**src/rtl/duration_quantizer.sv**
```systemverilog
// duration_quantizer: converts the per-sample tone-index stream into quantized
// (tone, duration, rest) events. The quarter length Q is derived from bpm_in by an
// internal restoring divider. Events leave through a 2-entry FWFT valid/ready FIFO.
// Optional feature macro: DOTTED_QUANT_EN (adds dotted 8th/quarter/half codes 6-8).
module duration_quantizer #(
  parameter int unsigned SAMPLE_RATE = 17000,
  parameter int unsigned TONE_W      = 6,
  parameter int unsigned BPM_W       = 8,
  parameter int unsigned CNT_W       = 24,
  parameter int unsigned GLITCH_LEN  = 4
) (
  input  logic              clk_in,
  input  logic              rst_in,
  input  logic [BPM_W-1:0]  bpm_in,
  input  logic [TONE_W-1:0] tone_in,
  input  logic              tone_valid_in,
  output logic              event_valid_out,
  input  logic              event_ready_in,
  output logic [TONE_W-1:0] event_tone_out,
  output logic [3:0]        event_dur_out,
  output logic              event_rest_out,
  output logic              calc_busy_out,
  output logic              overflow_out
);

  typedef enum logic {ST_CALC = 1'b0, ST_RUN = 1'b1} state_t;

  localparam int unsigned DC_W = $clog2(CNT_W + 1);
  localparam int unsigned CC_W = $clog2(GLITCH_LEN + 1);
  localparam int unsigned TH_W = CNT_W + 2;
  localparam int unsigned EV_W = TONE_W + 4;

  localparam logic [CNT_W-1:0] DIVIDEND     = CNT_W'(SAMPLE_RATE * 60);
  localparam logic [DC_W-1:0]  DIV_LAST     = DC_W'(CNT_W - 1);
  localparam logic [CNT_W-1:0] RUN_MAX      = '1;
  localparam logic [CNT_W-1:0] RUN_ONE      = CNT_W'(1);
  localparam logic [CNT_W-1:0] RUN_START    = CNT_W'(GLITCH_LEN);
  localparam logic [CNT_W-1:0] CAND_BACKOUT = CNT_W'(GLITCH_LEN - 1);
  localparam logic [CC_W-1:0]  CAND_COMMIT  = CC_W'(GLITCH_LEN);
  localparam logic [CC_W-1:0]  CAND_ONE     = CC_W'(1);

  localparam logic [3:0] DUR_NONE  = 4'd0;
  localparam logic [3:0] DUR_16TH  = 4'd1;
  localparam logic [3:0] DUR_8TH   = 4'd2;
  localparam logic [3:0] DUR_QTR   = 4'd3;
  localparam logic [3:0] DUR_HALF  = 4'd4;
  localparam logic [3:0] DUR_WHOLE = 4'd5;
`ifdef DOTTED_QUANT_EN
  localparam logic [3:0] DUR_D8TH  = 4'd6;
  localparam logic [3:0] DUR_DQTR  = 4'd7;
  localparam logic [3:0] DUR_DHALF = 4'd8;
`endif

  // Tempo / divider state
  state_t            state_q;
  logic [BPM_W-1:0]  bpm_q;
  logic [CNT_W-1:0]  dvd_q;
  logic [BPM_W-1:0]  rem_q, rem_d;
  logic [CNT_W-1:0]  quo_q, quo_d;
  logic [DC_W-1:0]   div_cnt_q;
  logic [CNT_W-1:0]  q_q;
  logic [BPM_W-1:0]  divisor;
  logic [BPM_W:0]    trial, diff;

  // Run tracking
  logic [TONE_W-1:0] cur_tone_q, cur_tone_d;
  logic [TONE_W-1:0] cand_q, cand_d;
  logic [CC_W-1:0]   cand_cnt_q, cand_cnt_d;
  logic [CC_W-1:0]   cand_next_cnt;
  logic [CNT_W-1:0]  run_cnt_q, run_cnt_d;
  logic [CNT_W-1:0]  run_inc, run_len;
  logic              sample_en, same_tone, commit, run_sat;

  // Classification
  logic [TH_W-1:0]   q_ext, len_ext, thr_16, thr_8, thr_h, thr_w;
`ifdef DOTTED_QUANT_EN
  logic [TH_W-1:0]   thr_d8, thr_dq, thr_dh;
`endif
  logic [3:0]        dur;
  logic              push;

  // Event FIFO
  logic [1:0][EV_W-1:0] mem_q;
  logic              wr_ptr_q, rd_ptr_q;
  logic [1:0]        count_q;
  logic              overflow_q;
  logic              full, pop, do_push;
  logic [EV_W-1:0]   head;

  always_comb begin
    divisor = (bpm_q == '0) ? BPM_W'(1) : bpm_q;
    trial   = {rem_q, dvd_q[CNT_W-1]};
    diff    = trial - {1'b0, divisor};
    if (trial >= {1'b0, divisor}) begin
      rem_d = diff[BPM_W-1:0];
      quo_d = {quo_q[CNT_W-2:0], 1'b1};
    end else begin
      rem_d = trial[BPM_W-1:0];
      quo_d = {quo_q[CNT_W-2:0], 1'b0};
    end
  end

  always_ff @(posedge clk_in) begin
    if (rst_in) begin
      state_q   <= ST_CALC;
      bpm_q     <= bpm_in;
      dvd_q     <= DIVIDEND;
      rem_q     <= '0;
      quo_q     <= '0;
      div_cnt_q <= '0;
      q_q       <= '0;
    end else begin
      case (state_q)
        ST_CALC: begin
          dvd_q     <= dvd_q << 1;
          rem_q     <= rem_d;
          quo_q     <= quo_d;
          div_cnt_q <= div_cnt_q + DC_W'(1);
          if (div_cnt_q == DIV_LAST) begin
            state_q <= ST_RUN;
            q_q     <= quo_d;
          end
        end
        ST_RUN: begin
          if (bpm_in != bpm_q) begin
            state_q   <= ST_CALC;
            bpm_q     <= bpm_in;
            dvd_q     <= DIVIDEND;
            rem_q     <= '0;
            quo_q     <= '0;
            div_cnt_q <= '0;
          end
        end
        default: state_q <= ST_CALC;
      endcase
    end
  end

  always_comb begin
    sample_en     = (state_q == ST_RUN) && tone_valid_in;
    same_tone     = (tone_in == cur_tone_q);
    cand_next_cnt = (tone_in == cand_q) ? (cand_cnt_q + CAND_ONE) : CAND_ONE;
    commit        = sample_en && !same_tone && (cand_next_cnt >= CAND_COMMIT);
    run_sat       = (run_cnt_q == RUN_MAX);
    run_inc       = run_sat ? run_cnt_q : (run_cnt_q + RUN_ONE);
    // run_cnt already includes the GLITCH_LEN-1 pending candidate samples; back them out
    run_len       = run_cnt_q - CAND_BACKOUT;

    cur_tone_d = cur_tone_q;
    cand_d     = cand_q;
    cand_cnt_d = cand_cnt_q;
    run_cnt_d  = run_cnt_q;
    if (sample_en) begin
      if (same_tone) begin
        run_cnt_d  = run_inc;
        cand_cnt_d = '0;
      end else if (commit) begin
        cur_tone_d = tone_in;
        cand_d     = tone_in;
        cand_cnt_d = '0;
        run_cnt_d  = RUN_START;
      end else begin
        run_cnt_d  = run_inc;
        cand_d     = tone_in;
        cand_cnt_d = cand_next_cnt;
      end
    end
  end

  always_ff @(posedge clk_in) begin
    if (rst_in) begin
      cur_tone_q <= '0;
      cand_q     <= '0;
      cand_cnt_q <= '0;
      run_cnt_q  <= '0;
    end else begin
      cur_tone_q <= cur_tone_d;
      cand_q     <= cand_d;
      cand_cnt_q <= cand_cnt_d;
      run_cnt_q  <= run_cnt_d;
    end
  end

  always_comb begin
    q_ext   = {2'b00, q_q};
    len_ext = {2'b00, run_len};
    thr_16  = q_ext >> 2;
    thr_8   = q_ext >> 1;
    thr_h   = q_ext << 1;
    thr_w   = q_ext << 2;
`ifdef DOTTED_QUANT_EN
    thr_d8  = thr_8 + thr_16;
    thr_dq  = q_ext + thr_8;
    thr_dh  = thr_h + q_ext;
`endif
    dur = DUR_NONE;
    if (run_sat || (len_ext >= thr_w)) dur = DUR_WHOLE;
`ifdef DOTTED_QUANT_EN
    else if (len_ext >= thr_dh) dur = DUR_DHALF;
`endif
    else if (len_ext >= thr_h)  dur = DUR_HALF;
`ifdef DOTTED_QUANT_EN
    else if (len_ext >= thr_dq) dur = DUR_DQTR;
`endif
    else if (len_ext >= q_ext)  dur = DUR_QTR;
`ifdef DOTTED_QUANT_EN
    else if (len_ext >= thr_d8) dur = DUR_D8TH;
`endif
    else if (len_ext >= thr_8)  dur = DUR_8TH;
    else if (len_ext >= thr_16) dur = DUR_16TH;
    push = commit && (dur != DUR_NONE);
  end

  always_comb begin
    full    = (count_q == 2'd2);
    pop     = (count_q != 2'd0) && event_ready_in;
    // when full, a simultaneous pop frees the head slot, which is also the write slot
    do_push = push && (!full || pop);
  end

  always_ff @(posedge clk_in) begin
    if (rst_in) begin
      mem_q      <= '0;
      wr_ptr_q   <= 1'b0;
      rd_ptr_q   <= 1'b0;
      count_q    <= '0;
      overflow_q <= 1'b0;
    end else begin
      if (do_push) begin
        mem_q[wr_ptr_q] <= {cur_tone_q, dur};
        wr_ptr_q        <= ~wr_ptr_q;
      end
      if (pop) rd_ptr_q <= ~rd_ptr_q;
      case ({do_push, pop})
        2'b10:   count_q <= count_q + 2'd1;
        2'b01:   count_q <= count_q - 2'd1;
        default: count_q <= count_q;
      endcase
      if (push && full && !pop) overflow_q <= 1'b1;
    end
  end

  always_comb begin
    head            = mem_q[rd_ptr_q];
    event_valid_out = (count_q != 2'd0);
    event_tone_out  = event_valid_out ? head[EV_W-1:4] : '0;
    event_dur_out   = event_valid_out ? head[3:0] : '0;
    event_rest_out  = event_valid_out && (head[EV_W-1:4] == '0);
    calc_busy_out   = (state_q == ST_CALC);
    overflow_out    = overflow_q;
  end

endmodule

```
**config.mk**
```make
export PLATFORM = sky130hd
export DESIGN_NAME = duration_quantizer
export DESIGN_NICKNAME = d
export VERILOG_FILES = /design/src/rtl/duration_quantizer.sv
export SDC_FILE = /design/constraint.sdc
export NUM_CORES = 1
export LEC_CHECK = 0
export CAP_MARGIN = 25
export CORE_MARGIN = 2
export CORE_UTILIZATION = 48
export CTS_BUF_LIST = sky130_fd_sc_hd__clkbuf_2 sky130_fd_sc_hd__clkbuf_4 sky130_fd_sc_hd__clkbuf_8
export DETAILED_ROUTE_END_ITERATION = 6
export PLACE_DENSITY_LB_ADDON = 0.25
export SLEW_MARGIN = 40
export SYNTH_ARGS = -nofsm -noshare
export SYNTH_HDL_FRONTEND = slang
export SYNTH_SLANG_ARGS = --single-unit
```
**constraint.sdc**
```tcl
create_clock -name clk_in -period 9 [get_ports clk_in]
set_input_delay 0.9 -clock clk_in [delete_from_list [all_inputs] [get_ports clk_in]]
set_output_delay 0.9 -clock clk_in [all_outputs]
set_load 0.02 [all_outputs]
```
* After elaboration in Yosys (flattened, before gate mapping)
Cells that the tools add are included. Widths: inputs -> output; s select.
Word-level totals: register bits after elaboration 157
Cells by class: bitwise logic cells 4, equal/unequal tests 9, reductions and logical operators 26, add/subtract/negate cells 7, muxes and demuxes 36, magnitude comparators 10
Operators by type and width (number):
- $mux 24 | 4
- $mux 8 | 6
- $pmux 24 s2 | 1
- $pmux 23 s2 | 1
- $mux 10 | 3
- $ge 24x26->1 | 1
- $ge 24x25->1 | 1
- $add 24x1->24 const B | 1
- $eq 24x24->1 const B | 1
- $ge 24x22->1 | 1
- $ge 24x23->1 | 1
- $ge 24x24->1 | 1
- $sub 24x2->24 const B | 1
- $mux 23 | 1
- $bwmux 20 | 1
- $pmux 8 s2 | 1
- $mux 3 | 5
- $eq 6x6->1 | 2
- $demux 10 s1 | 1
- $logic_and 1x1->1 | 10
- $pmux 5 s2 | 1
- $ge 9x8->1 | 1
- $logic_not 8->1 | 1
- $ne 8x8->1 | 1
- other kinds (27) | 44

* Logic depth before layout (Yosys ltp)
Gate-level depths: netlist of run 1.
word-level depth 12, gate-level depth with buffers 18, gate-level depth less buffers 16

* Worst setup path before layout of run 1
OpenSTA, ideal clock, no wires.
kind flip-flop to flip-flop, start register run_cnt_q[2], end register mem_q[1] (netlist bit), cell stages (with the launch flop) 19, data required time 8.872 ns, setup time 0.128 ns, setup slack 4.459 ns, data arrival time 4.414 ns, cell sequence dfxtp_1 -> buf_6 -> or4_4 -> nor3_4 -> nand2_1 -> or2_2 -> or4_1 -> xnor2_1 -> ha_1 -> a211oi_1 -> o211ai_1 -> a31oi_1 -> o21ai_0 -> nor4bb_1 -> nand4_2 -> o2111ai_2 -> buf_6 -> mux2i_1 -> nor2_1
Between the ends: cells in the longest elaborated chain, start to end 10, elaborated cells on any way between the ends 17, classes of those cells add/sub: 1; order compare: 5; eq/ne: 1; mux: 6; reduce/logical: 4
RTL lines:
- start, declared | RTL line 70 | logic [CNT_W-1:0] run_cnt_q, run_cnt_d;
- start signal, assigned | RTL line 180 | run_cnt_q <= run_cnt_d;
- $sub 24x2->24 | RTL line 147 | run_len = run_cnt_q - CAND_BACKOUT;
- $ge 24x22->1 | RTL line 210 | else if (len_ext >= thr_16) dur = DUR_16TH;
- $mux 1 | RTL line 210
- $mux 2 | RTL line 209 | else if (len_ext >= thr_8) dur = DUR_8TH;
- $mux 2 | RTL line 205 | else if (len_ext >= q_ext) dur = DUR_QTR;
- $mux 3 | RTL line 201 | else if (len_ext >= thr_h) dur = DUR_HALF;
- $mux 3 * | RTL line 197 | if (run_sat || (len_ext >= thr_w)) dur = DUR_WHOLE;
- $reduce_bool 4->1 | RTL line 211 | push = commit && (dur != DUR_NONE);
- $logic_and 1x1->1 | RTL line 211
- $logic_and 1x1->1 | RTL line 218 | do_push = push && (!full || pop);
- end signal, assigned by index | RTL line 230 | mem_q[wr_ptr_q] <= {cur_tone_q, dur};
- end, declared | RTL line 83 | logic [1:0][EV_W-1:0] mem_q;
Mark *: on every way between the ends. The rest lies on a longest branch, timed or not. A chain may end at the register's enable or synchronous reset.

* Final worst setup path of run 1
start register run_cnt_q[2], end register mem_q[19] (netlist bit)
Between the ends: cells in the longest elaborated chain, start to end 10, elaborated cells on any way between the ends 16, classes of those cells add/sub: 1; order compare: 5; eq/ne: 1; mux: 5; reduce/logical: 4
RTL lines (RTL line):
- $sub 24x2->24 | 147
- $ge 24x22->1 | 210
- $mux 1 | 210
- $mux 2 | 209
- $mux 2 | 205
- $mux 3 | 201
- $mux 3 * | 197
- $reduce_bool 4->1 * | 211
- $logic_and 1x1->1 * | 211
- $logic_and 1x1->1 * | 218
Marks and branches as above.

==> impl_metrics.ini, run 1 <==
[final_layout]
n_antenna_cell = 0
fillers = 1896
areaGrowthSynthToFinish_pct = 8.99
fin_area_um2 = 10400
final_nets = 1281
drive_gt1_share_pct = 6.26

[power]
combPwrFrac_pct = 4.0
clkPwrFrac_pct = 43.3
power.internal_mw = 0.964
ir_worst_vdd_mv = 0.0987
switchingPower_mw = 0.330
power_density_nw_per_um2 = 124
p_leak_nw = 3.95
swShare_pct = 25.5
seq_power_share_pct = 52.7

[synth]
synth_warnings = 0
yosysTopAreaCell = dfxtp_1
synth_top_area_share_pct = 29.7
ys_types = 73
synth_common_cells = dfxtp_1, nand2_1, ha_1, nor2_1, a21oi_1
syn_inst = 1139
synthTopCellsByArea = dfxtp_1, ha_1, a21oi_1
yosysSeqAreaShare_pct = 32.2
yosysMostFrequentCell = dfxtp_1
synth_seq_cells = 150
syn_nets = 1283
synth.avg_cell_area_um2 = 8.39
async_reset_ff_share_pct = 0
syn_area_um2 = 9560
yosys_most_used_dff = dfxtp_1
synth_edf_count = 8

[min_path]
hp-class = flip-flop to flip-flop

[route]
drt_iter0_drc = 410
wl_per_cell_um = 14.5
drcViolationCount = 0
num_vias = 7782
firstDrtPassIters = 6
antenna_left = 0
routed_wl_um = 20600
routed_via_density = 5.50

[timing]
fin_worst_skew_ps = 15.1
fin_crit_ps = 5480
max_freq_mhz = 182
rsz0062_at_grt = false
relSlewSlack_pct = 45.6
timing_hold_violations_final = 0
worstMarginPinSlew_ps = 817
timing.setup.tns_ps = 0
finalSetupViolCount = 0
drv_slew = 0
period_share_pct = 60.9

[clock_tree]
ctsHoldBuffers = 0
h-tree-depth = 4
post_cts_resized = 0
cts_buffers = 17
tritoncts = done
cts_root_buf = clkbuf_8
cts.path.max_buffers = 2
path_clk_slew_ps = 90
cts_setup_buffers = 0
clkSinkCount = 150
clk_latency_ps = 460

[worst_setup_path]
crit_arrival_ps = 5810
cpPeakStageDelay_ps = 680
startpoint_type = flip-flop
worstPathRequired_ps = 9340
crit_chain = or4_4 > nor3_4 > nand2_1 > or2_2 > or4_1 > xnor2_1 > ha_1 > a211oi_1 > o211ai_1 > a31oi_1 > o21ai_0 > nor4bb_1 > nand4_2 > o2111ai_2 > mux2i_1 > nor2_1
crit_fanout = 10
cp-end-kind = flip-flop
cp_slowest_cell = o2111ai_2
path_buf_inv = 0
worstSetupPathType = flip-flop to flip-flop
path_delay_family = simple AND/OR/NAND/NOR gates

[die]
std_cell_rows = 51
io_pins = 32
start_util_pct = 49.0
die-area_um2 = 21100
die_w_um = 145
core_area_um2 = 19500
dieHeight_um = 145

[global_routing]
grt_pass1_wl_um = 35900
overflow = 0
grt_max_degree = 82
antenna_found_initial = 0
grt_pass1_vias = 7472
track_usage_pct = 20.2

[run]
drv_cap = 0

[placed_design]
dpl_cell_area_um2 = 9990
hpwl_um = 15000
io_buffers = 30
place_congestion = 0.883

[run_status]
status = finished, final reports clean
==> area by class of cell <==
type                       instances  area, µm²  share of cell area, %
inverter                          46        173                   1.66
multi-input combinational        886       6060                   58.2
clock buffer                      18        241                   2.32
sequential                       150       3080                   29.6
timing repair buffer              36        343                   3.29
tap                              265        332                   3.18
clock inverter                    14        188                   1.80
==> layer usage <==
metal / wire length [µm] / GRT usage (%) / vias up
li1: - / - / 4020
met1: 10200 / 26.8 / 3649
met2: 9470 / 33.6 / 95
met3: 682 / 4.03 / 18
met4: 259 / 5.39 / 0
met5: 0 / 0 / -
==> registers in the layout, indices dropped and copies added (netlist names) <==
register      flops
q_q              24
run_cnt_q        24
quo_q            23
dvd_q            19
mem_q            18
bpm_q             8
rem_q             8
cand_q            6
cur_tone_q        6
div_cnt_q         5
cand_cnt_q        3
count_q           2
overflow_out      1
rd_ptr_q          1
state_q           1
wr_ptr_q          1
==> path summary, 6_finish.rpt <==
kind / startpoint / end / slack, ps / cells after the start
hold reg to reg: quo_q[22] / q_q[23] / 450 / 2
setup / recovery: run_cnt_q[2] / mem_q[19] / 3520 / 16
setup reg to reg: run_cnt_q[2] / mem_q[19] / 3520 / 16
hold / removal: quo_q[22] / q_q[23] / 450 / 2
==> cell usage in the layout, fill, tap and decap left out, drive strengths merged, types with 29 or more instances in the layout <==
cell,n
dfxtp,142
nand2,133
ha,125
nor2,120
a21oi,100
nand3,55
inv,53
xor2,43
o21ai,41
mux2i,40
nand4,30
clkdlybuf4s50,29
==> worst min-delay path: stages, from the launching register on <==
cell	delay [ps]
dfxtp_1	320
nand2_1	50
a21oi_1	50
==> kinds of logic (layout without fill, tap and decap cells) <==
group                    after synthesis  count (layout)  synth area share [%]
buffers and inverters                103             114                  4.54
adder cells (fa/ha/maj)              126             126                  16.6
AO/OA/AOI/OAI                        216             216                  14.1
multiplexers                          41              41                  4.31
XOR/XNOR                              70              70                  6.41
AND/OR/NAND/NOR                      432             432                  21.8
other                                  1               1                0.0392
flip-flops                           150             150                  32.2
==> stage by stage <==
step	hold WS [ps]	instances	util (%)	power [mW]	worst slack [ps]
finish	451	1415	53.4	1.29	3520
global placement	443	1383	51.1	0.749	3790
detailed placement	448	1383	51.1	0.750	3590
global route	476	1415	53.4	1.35	3290
floorplan	426	1139	-	0.732	4460
CTS	460	1415	53.3	1.31	3590
==> power groups by stage <==
stage,registers (mW),clock network (mW),logic [mW]
3_3_place_gp,0.698,0,0.0511
4_1_cts,0.683,0.576,0.0519
2_1_floorplan,0.697,0,0.0353
6_report,0.682,0.560,0.0517
5_1_grt,0.684,0.606,0.0577
3_5_place_dp,0.698,0,0.0516
(Power assumes the default switching activity.)
==> run 2: changes to the inputs <==
Clock period 9 ns to 4.8 ns, I/O delays scaled along.
==> impl_metrics.ini, run 2 (synthesized netlist as in run 1, its figures left out) <==
[final_layout]
reg_top3 = q_q (24), run_cnt_q (24), quo_q (23)
layout_common_cells = dfxtp_1, nand2_1, ha_1
n_antenna_cell = 0
final_core_utilization_pct = 54.4
final_common_cell = dfxtp_1
areaGrowthSynthToFinish_pct = 11.1
final_nets = 1308
drive_gt1_share_pct = 8.67
fin_area_um2 = 10600
fillers = 1844

[power]
switchingPower_mw = 0.589
ir_worst_vdd_mv = 0.203
power.internal_mw = 1.70
power_density_nw_per_um2 = 215
combPwrFrac_pct = 4.3
p_leak_nw = 4.06
clkPwrFrac_pct = 39.8
seq_power_share_pct = 56.0
swShare_pct = 25.8

[run_status]
status = finished, final reports clean

[die]
die_w_um = 145
start_util_pct = 49.0
io_pins = 32
die-area_um2 = 21100
std_cell_rows = 51
dieHeight_um = 145
core_area_um2 = 19500

[worst_setup_path]
startpoint = run_cnt_q[4]
cp_slowest_cell = or4_4
worstSetupPathType = flip-flop to flip-flop
crit_fanout = 6
crit_chain = or4_4 > nor3_4 > nand2_1 > or2_2 > or4_4 > xnor2_4 > buf_4 > ha_1 > nand4_1 > nor2_1 > o21a_1 > a2111o_1 > a21oi_1 > nand4_4 > o2111ai_4 > buf_6 > mux2i_1 > nor2_1
cpPeakStageDelay_ps = 520
path_buf_inv = 2
worstPathRequired_ps = 5130
crit_arrival_ps = 4830
startpoint_type = flip-flop
cp-end-kind = flip-flop
path_delay_family = simple AND/OR/NAND/NOR gates
reg2reg_from = run_cnt_q[4]

[placed_design]
place_congestion = 0.885
dpl_cell_area_um2 = 10200
io_buffers = 30
hpwl_um = 15200

[timing]
fin_worst_skew_ps = 18.2
period_share_pct = 93.6
drv_slew = 0
relSlewSlack_pct = 47.3
fin_crit_ps = 4490
timing_hold_violations_final = 0
worstMarginPinSlew_ps = 788
finalSetupViolCount = 0
max_freq_mhz = 223

[run]
drv_cap = 0

[global_routing]
grt_pass1_vias = 7404
antenna_found_initial = 0
overflow = 0
grt_pass1_wl_um = 35600
grt_max_degree = 72
track_usage_pct = 20.0

[clock_tree]
tritoncts = done
path_clk_slew_ps = 100
h-tree-depth = 4
cts_root_buf = clkbuf_8
cts_buffers = 17
clkSinkCount = 150
clk_latency_ps = 460
cts.path.max_buffers = 2

[min_path]
hp-class = flip-flop to flip-flop
hold_start = dvd_q[22]

[route]
num_vias = 7870
wl_per_cell_um = 14.5
drt_iter0_drc = 491
antenna_left = 0
drcViolationCount = 0
firstDrtPassIters = 7
routed_via_density = 5.46
routed_wl_um = 20900
## run 2: final cells by class
class | instances | area, µm² | share of cell area [%]
multi-input combinational | 886 | 6120 | 57.6
clock buffer | 19 | 249 | 2.34
sequential | 150 | 3090 | 29.0
clock inverter | 13 | 113 | 1.06
tap | 265 | 332 | 3.12
inverter | 46 | 173 | 1.63
timing repair buffer | 63 | 553 | 5.20
## run 2: worst paths after layout
| kind | end | slack [ps] | depth (start not counted) |
|---|---|---|---|
| worst max-delay path | mem_q[19] | 310 | 18 |
| worst min-delay path | dvd_q[23] | 450 | 2 |
| worst min register to register | dvd_q[23] | 450 | 2 |
| worst max register to register | mem_q[19] | 310 | 18 |
## run 2: power groups by stage
stage / clock network [mW] / registers (mW) / logic [mW]
global placement: 0 / 1.31 / 0.0962
finish: 0.909 / 1.28 / 0.0976
global route: 0.983 / 1.28 / 0.109
floorplan: 0 / 1.31 / 0.0661
CTS: 0.937 / 1.28 / 0.0989
detailed placement: 0 / 1.31 / 0.0983
## run 2: stage by stage
step / hold slack, ps / setup TNS [ps] / power (mW) / cells / setup slack (ps)
after floorplan: 426 / 0 / 1.37 / 1139 / 259
after global placement: 440 / 0 / 1.40 / 1406 / 165
after detailed placement: 446 / -0.836 / 1.41 / 1406 / -0.836
after CTS: 437 / 0 / 2.32 / 1438 / 120
after global routing: 464 / -46.6 / 2.37 / 1442 / -17.6
final: 454 / 0 / 2.29 / 1442 / 306
## run 2: timing repair
item	4_1_cts	5_1_grt
buffers inserted	0	3
endpoints found under the setup margin	3	22
cloned	0	1
gates resized for setup	1	11
hold buffers	0	0
pin swaps	0	3
## run 2: worst min-delay path, cell delays in order (launching register included)
cell and delay, ps:
dfxtp_1 320, nand2_1 50, a21oi_1 50
## run 2: layer usage
metal  GRT usage (%)  part of all wire (%)
met1            26.8                    49
met2            33.2                    46
met3            3.99                   3.4
met4            4.51                  0.87
met5               0                     0
